===== config.mk =====
export PLATFORM = sky130hd
export DESIGN_NAME = count_sequencer
export DESIGN_NICKNAME = d
export VERILOG_FILES = /design/src/rtl/count_sequencer.sv
export SDC_FILE = /design/constraint.sdc
export NUM_CORES = 1
export LEC_CHECK = 0
export ABC_AREA = 1
export CORE_MARGIN = 2
export CORE_UTILIZATION = 55
export DETAILED_ROUTE_END_ITERATION = 10
export DONT_BUFFER_PORTS = 1
export PLACE_DENSITY = 0.69
export SETUP_SLACK_MARGIN = 0.02
export SLEW_MARGIN = 20
export SYNTH_ARGS = -nofsm -noshare
export SYNTH_HDL_FRONTEND = slang
export SYNTH_SLANG_ARGS = --single-unit

===== constraint.sdc =====
create_clock -name clk -period 5.5 [get_ports clk]
set_clock_uncertainty 0.2 [all_clocks]
set_input_delay 0.825 -clock clk [delete_from_list [all_inputs] [get_ports clk]]
set_output_delay 0.825 -clock clk [all_outputs]
set_load 0.05 [all_outputs]

===== src/rtl/count_sequencer.sv =====
// Sequencer for a WIDTH-bit up counter: start loads a terminal value, the block
// counts 0..limit and pulses done, with one-shot/auto-reload, pause/resume and abort.
module count_sequencer #(
  parameter int unsigned WIDTH = 7
) (
  input  logic             clk,
  input  logic             reset,
  input  logic             start,
  input  logic [WIDTH-1:0] limit,
  input  logic             reload_mode,
  input  logic             pause,
  input  logic             abort,
  output logic [WIDTH-1:0] q,
  output logic             busy,
  output logic             done,
  output logic [1:0]       state,
  output logic             overrun
);

  typedef enum logic [1:0] {
    S_IDLE  = 2'b00,
    S_RUN   = 2'b01,
    S_PAUSE = 2'b10,
    S_ILL   = 2'b11
  } state_e;

  state_e           state_q, state_d;
  logic [WIDTH-1:0] q_q, q_d;
  logic [WIDTH-1:0] limit_q, limit_d;
  logic             reload_q, reload_d;
  logic             done_q, done_d;
  logic             overrun_q, overrun_d;
  logic             busy_q, busy_d;

  // Next-state and registered-output logic
  always_comb begin
    state_d   = state_q;
    q_d       = q_q;
    limit_d   = limit_q;
    reload_d  = reload_q;
    done_d    = 1'b0;
    overrun_d = overrun_q;

    case (state_q)
      S_IDLE: begin
        if (start) begin
          q_d       = '0;
          overrun_d = 1'b0;
          if (limit == '0) begin
            done_d = 1'b1;
          end else begin
            limit_d  = limit;
            reload_d = reload_mode;
            state_d  = S_RUN;
          end
        end
      end
      S_RUN: begin
        if (abort) begin
          q_d     = '0;
          state_d = S_IDLE;
        end else begin
          if (start) overrun_d = 1'b1;
          // Pause beats terminal count; done is deferred until after resume
          if (pause) begin
            state_d = S_PAUSE;
          end else if (q_q == limit_q) begin
            done_d = 1'b1;
            if (reload_q) q_d = '0;
            else          state_d = S_IDLE;
          end else begin
            q_d = q_q + WIDTH'(1);
          end
        end
      end
      S_PAUSE: begin
        if (abort) begin
          q_d     = '0;
          state_d = S_IDLE;
        end else begin
          if (start)  overrun_d = 1'b1;
          if (!pause) state_d   = S_RUN;
        end
      end
      default: begin
        q_d     = '0;
        state_d = S_IDLE;
      end
    endcase

    busy_d = (state_d == S_RUN) || (state_d == S_PAUSE);
  end

  always_ff @(posedge clk or posedge reset) begin
    if (reset) begin
      state_q   <= S_IDLE;
      q_q       <= '0;
      limit_q   <= '0;
      reload_q  <= 1'b0;
      done_q    <= 1'b0;
      overrun_q <= 1'b0;
      busy_q    <= 1'b0;
    end else begin
      state_q   <= state_d;
      q_q       <= q_d;
      limit_q   <= limit_d;
      reload_q  <= reload_d;
      done_q    <= done_d;
      overrun_q <= overrun_d;
      busy_q    <= busy_d;
    end
  end

  assign q       = q_q;
  assign busy    = busy_q;
  assign done    = done_q;
  assign state   = state_q;
  assign overrun = overrun_q;

endmodule

==> summary.txt, run 1 <==
Worst setup path
  – Critical path class: register to register
  – CP Launch Type: register
  – Worst Path Arrival: between 2 and 3 ns
  – Crit path max fanout: 15
  – Critical Path End Type: register
  – Required @ worst endpoint: ~5.6 ns

Floorplan
  – Die width: around 53 um
  – Initial core utilization: 58.8%
  – I/O pin count: 25
  – Die area: between 2000 and 3000 um^2
  – Number of cell rows: 17
  – Core ar.: 2230 um^2
  – Die Y: 52.9 um

Clock network
  – Worst skew pair latency: about 0.31 ns
  – CTS Root Cell: clkbuf_4
  – # H-tree levels: 1
  – Max Root-Sink Buffers: 2
  – Clk sinks: 20
  – Post-CTS setup repair buffer count: 0
  – CTS Hold Bufs: 0
  – CTS tree: built
  – CTS buffer count: 3
  – PostCTS Resize Cnt: 0
  – Worst-path clk slew: about 0.12 ns

Placed design
  – Routability Congestion: about 0.86
  – Setup Slack @ Placement: 3.01 ns
  – I/O Buffers: 0
  – DP HPWL: 2230 um

GRT
  – Total track usage: between 20% and 30%
  – Global route overflow: 0
  – Pin count of the biggest net entering global routing: 21
  – Initial antenna violation count: 0
  – First-pass GRT wire length: approximately 4600 um
  – Vias in the first global route: about 1100

Power and ir drop
  – Internal: 324 uW
  – Reg power frac: about 44%
  – Logic gate share of total power: between 40% and 50%
  – Total chip power: about 670 uW
  – Worst VDD drop: 0.000357 V
  – Pwr dens: approximately 480 nW/um^2
  – Switch Pwr: approximately 340 uW
  – Clock share of power: around an eighth
  – Lkg Pwr: roughly 0.00073 uW
  – Net Sw Frac: 51.4%

Routing
  – DRT antenna net count: 0
  – Drt drc: 0
  – WL/cell: about 14 um
  – Final WL: 2930 um
  – DRT iter0 DRCs: 39
  – DR vias: between 1000 and 1500
  – Pre-antenna DRT Iters: 4
  – DR vias/cell: between 5 and 6

Timing
  – Final Max Tran Viols: 0
  – Setup WS post-layout: 3.01 ns
  – Worst-margin pin slew: between 0.7 and 0.8 ns
  – Post-layout min period: 2.49 ns
  – Hold Fails Final Rpt: 0
  – Hold slack: between 0.3 and 0.4 ns
  – Rel. slew slack: around 48%
  – Setup TNS: 0 ns
  – Period utilisation layout: between 40% and 50%
  – Final setup violating endpoints: 0
  – Maximum clock rate: ~0.40 GHz
  – RSZ-0062 raised after global routing: false

Finish
  – Final nets: about 210
  – Commonest non-fill, non-tap cell in the layout: nand2_1
  – Layout area overhead: 5.15%
  – Share of cells above drive strength 1: a little over 10%
  – Most frequent cells in the layout: nand2_1, inv_1, dfrtp_1
  – Ant diodes: 0

Flow run
  – MaxCap Viol Count: 0

Synthesis
  – Post-synthesis cell count: around 190
  – Mapped Nets: 203
  – Unique masters post-synth: 29
  – Syn Std Cell Area: around 1300 um^2
  – Yosys warns: 0
  – Seq cells post-synth: 20
  – Seq/Total Area, Yosys: 38.1%
  – Mean post-synth cell area: 7.09 um^2

Hold path
  – Type of the worst min-delay path: input port to async pin

Outcome
  – Outcome: finished, final reports clean
[Yosys cell counts]
cell / n / area, um^2
o21ai_1: 3 / 15.0
a21oi_2: 1 / 8.76
nor2_2: 3 / 18.8
a21oi_1: 3 / 15.0
xor2_1: 2 / 17.5
ha_1: 5 / 62.6
nand2_2: 3 / 18.8
inv_2: 3 / 11.3
or3_1: 1 / 6.26
dfrtp_1: 20 / 500
nand2_4: 1 / 11.3
nand3_1: 10 / 50.1
nor4_1: 1 / 6.26
inv_1: 32 / 120
clkbuf_1: 1 / 3.75
nor2_1: 16 / 60.1
o32ai_1: 1 / 8.76
o21a_1: 2 / 15.0
xnor2_1: 1 / 8.76
o22ai_1: 1 / 6.26
o311a_1: 1 / 10.0
nand3_2: 1 / 10.0
nor2_8: 1 / 20.0
o21ai_0: 11 / 55.1
nor3_1: 3 / 15.0
inv_4: 1 / 6.26
nand2_1: 55 / 206
clkinv_1: 1 / 3.75
nand4_4: 1 / 21.3
[cell families (layout without fill, tap and decap cells)]
group | Yosys count | after routing | synth area share [%]
AOI/OAI and AO/OA | 23 | 23 | 10.2
xor gates and xnor gates | 3 | 3 | 2.00
adders and majority gates | 5 | 5 | 4.77
buffers and inverters | 38 | 41 | 11.1
DFF | 20 | 20 | 38.1
and+or+nand+nor | 96 | 96 | 33.8
[registers in the layout, indices dropped and copies added (netlist names)]
| register | cells |
|---|---|
| busy | 1 |
| overrun | 1 |
| q | 7 |
| done | 1 |
| limit_q | 7 |
| state | 2 |
| reload_q | 1 |
[stage by stage]
stage	util (%)	area, um^2	cells
final	61.8	1380	216
after global routing	61.8	1380	216
after CTS	61.8	1380	216
after detailed placement	60.2	1340	212
after global placement	60.2	1340	212
after floorplan	-	1310	185
[worst paths after layout]
path / startpoint / endpoint / slack, ns / depth (start not counted)
worst max-delay path: state[1]$_DFF_PP0_ / busy$_DFF_PP0_ / 3.01 / 10
worst min-delay path: reset / q[6]$_DFFE_PP0P_ / 0.32 / 1
worst max register to register: state[1]$_DFF_PP0_ / busy$_DFF_PP0_ / 3.01 / 10
worst min register to register: limit_q[0]$_DFFE_PP0P_ / limit_q[0]$_DFFE_PP0P_ / 0.32 / 2
max in group asynchronous: reset / state[0]$_DFF_PP0_ / 4.29 / 1
min in group clk: limit_q[0]$_DFFE_PP0P_ / limit_q[0]$_DFFE_PP0P_ / 0.32 / 2
[metal layers]
metal / GRT usage [%] / vias to the layer above / wire length (um)
li1: - / 585 / -
met5: 0 / - / 0
met4: 9.83 / 0 / 27
met3: 5.93 / 5 / 227
met1: 28.4 / 535 / 1300
met2: 37.7 / 46 / 1380
[layout make-up]
type,count,area [um^2]
Sequential cell,20,500
Fill cell,206,853
Tap cell,28,35.0
Inverter,37,141
Clock buffer,4,36.3
Multi-Input combinational cell,127,667
[critical path, cell delays in order, from the launching register on]
cell and delay [ns]:
dfrtp_1 0.62, inv_1 0.22, ha_1 0.24, nand2_1 0.10
nor2_2 0.44, clkinv_1 0.21, nand2_1 0.12, nand2_1 0.06
nand2_1 0.06, nand3_1 0.07, nand2_1 0.07
[power groups by stage]
stage	Combinational [uW]	Clock, uW	Sequential (uW)
after detailed placement	284	0	295
after global placement	274	0	292
final	289	88.1	291
after CTS	288	90.3	291
after floorplan	233	0	281
after global routing	329	96.5	296
Note: power is estimated with default switching activity, not from simulation.
==> run 2: changes to the inputs <==
--- a/config.mk
+++ b/config.mk
@@ -5,12 +5,12 @@
 export SDC_FILE = /design/constraint.sdc
 export NUM_CORES = 1
 export LEC_CHECK = 0
-export ABC_AREA = 1
+export ABC_AREA = 0
 export CORE_MARGIN = 2
 export CORE_UTILIZATION = 55
 export DETAILED_ROUTE_END_ITERATION = 10
 export DONT_BUFFER_PORTS = 1
-export PLACE_DENSITY = 0.69
+export PLACE_DENSITY = 0.72
 export SETUP_SLACK_MARGIN = 0.02
 export SLEW_MARGIN = 20
 export SYNTH_ARGS = -nofsm -noshare
==> constraint.sdc (replaced) <==
create_clock -name clk -period 2.2 [get_ports clk]
set_clock_uncertainty 0.2 [all_clocks]
set_input_delay 0.33 -clock clk [delete_from_list [all_inputs] [get_ports clk]]
set_output_delay 0.33 -clock clk [all_outputs]
set_load 0.05 [all_outputs]
==> run 2 against run 1 <==
Sequential share of layout area fell by 3.2 points. Sequential power grew 130%. Combinational power increased to 3.3 times the previous value. Fmax rose by 21%. Routed wire length decreased by 6.1%. Non-clock buffer count up 26. Worst setup slack got worse by 2.9 ns. Design area rose by 10%. Die area decreased by 8.9%. Register-to-register slack lost 2.9 ns. Area after synthesis fell by 9.6%. Total power rose to 2.9 times the previous value. Critical endpoint is now q[5]$_DFFE_PP0P_. Largest cell class unchanged.
==> summary.txt, run 2 <==
Timing
  – Maximum clock rate: 0.488 GHz (+21%)
  – Hold Fails Final Rpt: 0 (unchanged)
  – Period utilisation layout: 93.1% (+48 points)
  – RSZ-0062 raised after global routing: false
  – Worst-margin pin slew: 0.742 ns (-0.0329 ns)
  – Rel. slew slack: 50.5% (+2.2 points)
  – Final Max Tran Viols: 0 (unchanged)
  – Hold slack: 0.0302 ns (-0.288 ns)
  – Final setup violating endpoints: 0 (unchanged)
  – Setup TNS: 0 ns (unchanged)
  – Post-layout min period: 2.05 ns (-0.439 ns)

Routing
  – DR vias/cell: 5.86 (+8.0%)
  – WL/cell: 15.8 um (+17%)
  – Pre-antenna DRT Iters: 4 (unchanged)
  – DR vias: 1019 (-13%)
  – DRT iter0 DRCs: 58 (+49%)
  – DRT antenna net count: 0 (unchanged)
  – Drt drc: 0 (unchanged)
  – Final WL: 2750 um (-6.1%)

Worst setup path
  – Critical path, cell by cell: inv_2, ha_4, nor2b_1, or4_4, a21oi_4, a41oi_1, a31oi_1
  – Critical path class: register to register
  – Required @ worst endpoint: 2.23 ns (-3.33 ns)
  – Critical path's top delay family: simple AND/OR/NAND/NOR gates
  – Worst Path Arrival: 2.08 ns (-0.47 ns)
  – Critical path's slowest cell: or4_4
  – CP Launch Type: register
  – WP buf/inv: 1 (-1)
  – Critical Path End Type: register
  – Slowest Stage Delay on Critical Path: 0.49 ns (-0.13 ns)
  – Crit path max fanout: 6 (-9)

Synthesis
  – Mean post-synth cell area: 10.1 um^2 (+42%)
  – Simple-Gate Fraction of Synth Area: 18.9% (-15 points)
  – Synth Flop Type: dfrtp_1
  – Synth Area in Compound Gates: 18.0% (+7.8 points)
  – Most frequent cell after synthesis: dfrtp_1
  – Post-Synth Adder-Cell Area: 5.27% (+0.51 points)
  – Syn Std Cell Area: 1190 um^2 (-9.6%)
  – Post-synth ARST share: 100% (unchanged)
  – Post-synthesis cell count: 118 (-36%)
  – Synth area leaders: dfrtp_1, mux2_2, ha_1
  – Area fraction of the dominant cell type after synthesis: 42.2% (+4.1 points)
  – Mapped Nets: 136 (-33%)
  – Synth Area in XOR/XNOR: 5.17% (+3.2 points)
  – Post-synth EDFFs: 0 (unchanged)
  – Post-synthesis mux area share: 7.49% (+7.5 points)
  – Seq/Total Area, Yosys: 42.2% (+4.1 points)
  – Commonest cells post-synth: dfrtp_1, nand2_1, inv_1
  – Yosys warns: 0 (unchanged)
  – Largest family of logic cells by synthesized area: simple AND/OR/NAND/NOR gates
  – Seq cells post-synth: 20 (unchanged)
  – Synth area leader: dfrtp_1
  – Unique masters post-synth: 39 (+34%)

Clock network
  – Worst skew pair latency: 0.30 ns (about the same)
  – # H-tree levels: 1 (unchanged)
  – Worst-path clk slew: 0.11 ns (about the same)
  – Clk sinks: 20 (unchanged)
  – Max Root-Sink Buffers: 2 (unchanged)
  – CTS Root Cell: clkbuf_4
  – CTS buffer count: 3 (unchanged)
  – CTS tree: built

Flow run
  – MaxCap Viol Count: 0 (unchanged)

Outcome
  – Outcome: finished, final reports clean

Finish
  – Commonest non-fill, non-tap cell in the layout: dfrtp_1
  – Fillers: 136 (-34%)
  – Ant diodes: 0 (unchanged)
  – Share of cells above drive strength 1: 25.2% (+15 points)
  – Final instance area: 1520 um^2 (+10%)
  – Layout area overhead: 28.2%
  – Final nets: 166 (-20%)
  – Most frequent cells in the layout: dfrtp_1, buf_4, dlygate4sd3_1

Placed design
  – Routability Congestion: 0.863 (-0.16%)
  – Placed instance area: 1320 um^2 (-1.5%)
  – I/O Buffers: 0 (unchanged)
  – DP HPWL: 2060 um (-7.6%)

GRT
  – Initial antenna violation count: 0 (unchanged)
  – Vias in the first global route: 1020 (-3.5%)
  – First-pass GRT wire length: 4620 um (+1.2%)
  – Pin count of the biggest net entering global routing: 21 (unchanged)
  – Global route overflow: 0 (unchanged)
  – Total track usage: 24.4% (+1.4 points)

Floorplan
  – Die area: 2540 um^2 (-8.9%)
  – Initial core utilization: 59.3% (+0.48 points)
  – Die Y: 50.4 um (-4.6%)
  – Die width: 50.4 um (-4.6%)
  – Core ar.: 2000 um^2 (-10%)
  – Number of cell rows: 16 (-1)
  – I/O pin count: 25 (unchanged)

Power and ir drop
  – Pwr dens: 1260 nW/um^2 (+160%)
  – Worst VDD drop: 0.000810 V (+130%)
  – Lkg Pwr: 0.000678 uW (-7.7%)

Hold path
  – Type of the worst min-delay path: input port to register
-- run 2: cell types whose count changed after synthesis, sizes merged, moves of 7 or more --
| cell | before | now |
|---|---|---|
| inv | 36 | 8 |
| mux2 | 0 | 7 |
| nand2 | 59 | 10 |
| nor2 | 20 | 5 |
| o21ai | 14 | 6 |
-- run 2: stage by stage --
stage / setup slack (ns) / utilization [%] / instances / power [uW]
2_1_floorplan: 0.0150 / - / 118 / 1320
5_1_grt: 0.0350 / 75.9 / 174 / 2040
4_1_cts: 0.0854 / 74.3 / 171 / 1870
3_5_place_dp: 0.123 / 66.1 / 156 / 1540
6_report: 0.151 / 75.9 / 174 / 1920
3_3_place_gp: 0.188 / 66.1 / 156 / 1510
-- run 2: kinds of logic (layout without fill, tap and decap cells) --
kind of cell / Yosys count / count (layout)
buf+inv: 9 / 38
fa+ha+maj: 5 / 5
xor+xnor: 7 / 7
mux: 8 / 8
simple gates: 37 / 37
compound gates: 32 / 32
flops: 20 / 20
-- run 2: power by group --
group / total [uW] / internal, uW / leakage, uW / switching, uW
logic: 955 / 422 / 0.000396 / 533
registers: 665 / 493 / 0.000254 / 172
clock network: 298 / 184 / 0.0000279 / 113
total: 1920 / 1100 / 0.000678 / 818
-- run 2: path summary, 6_finish.rpt --
check / startpoint / endpoint / slack (ns) / cells after the start
max reg2reg: state[0]$_DFF_PP0_ / q[5]$_DFFE_PP0P_ / 0.15 / 7
max: state[0]$_DFF_PP0_ / q[5]$_DFFE_PP0P_ / 0.15 / 7
min reg2reg: limit_q[0]$_DFFE_PP0P_ / limit_q[0]$_DFFE_PP0P_ / 0.36 / 1
min: start / done$_DFF_PP0_ / 0.03 / 2
min in group asynchronous: reset / limit_q[1]$_DFFE_PP0P_ / 0.40 / 2
max in group asynchronous: reset / state[1]$_DFF_PP0_ / 0.89 / 2
-- run 2: layout make-up --
cell class / instances / area [um^2] / area share (%)
multi-input cells: 89 / 678 / 44.6
flip-flops and latches: 20 / 503 / 33.1
clock inverters: 1 / 30.0 / 1.98
clock buffers: 3 / 22.5 / 1.48
well taps: 27 / 33.8 / 2.22
repair buffers: 26 / 223 / 14.7
inverters: 8 / 30.0 / 1.98
-- run 2: timing repair --
action                                 4_1_cts  5_1_grt
gates resized for setup                      0        2
hold buffers                                11        0
endpoints found under the hold margin       29        0
setup endpoints to repair                    0        4
buffers inserted                             0        3
-- run 2: routing by layer --
layer / global-route usage, % / vias to the layer above / wire [um] / share of wire (%)
li1: - / 488 / - / -
met1: 29.2 / 478 / 1160 / 42
met5: 0 / - / 0 / 0
met4: 6.31 / 0 / 30 / 1.1
met2: 41.9 / 47 / 1360 / 49
met3: 8.33 / 6 / 198 / 7.2
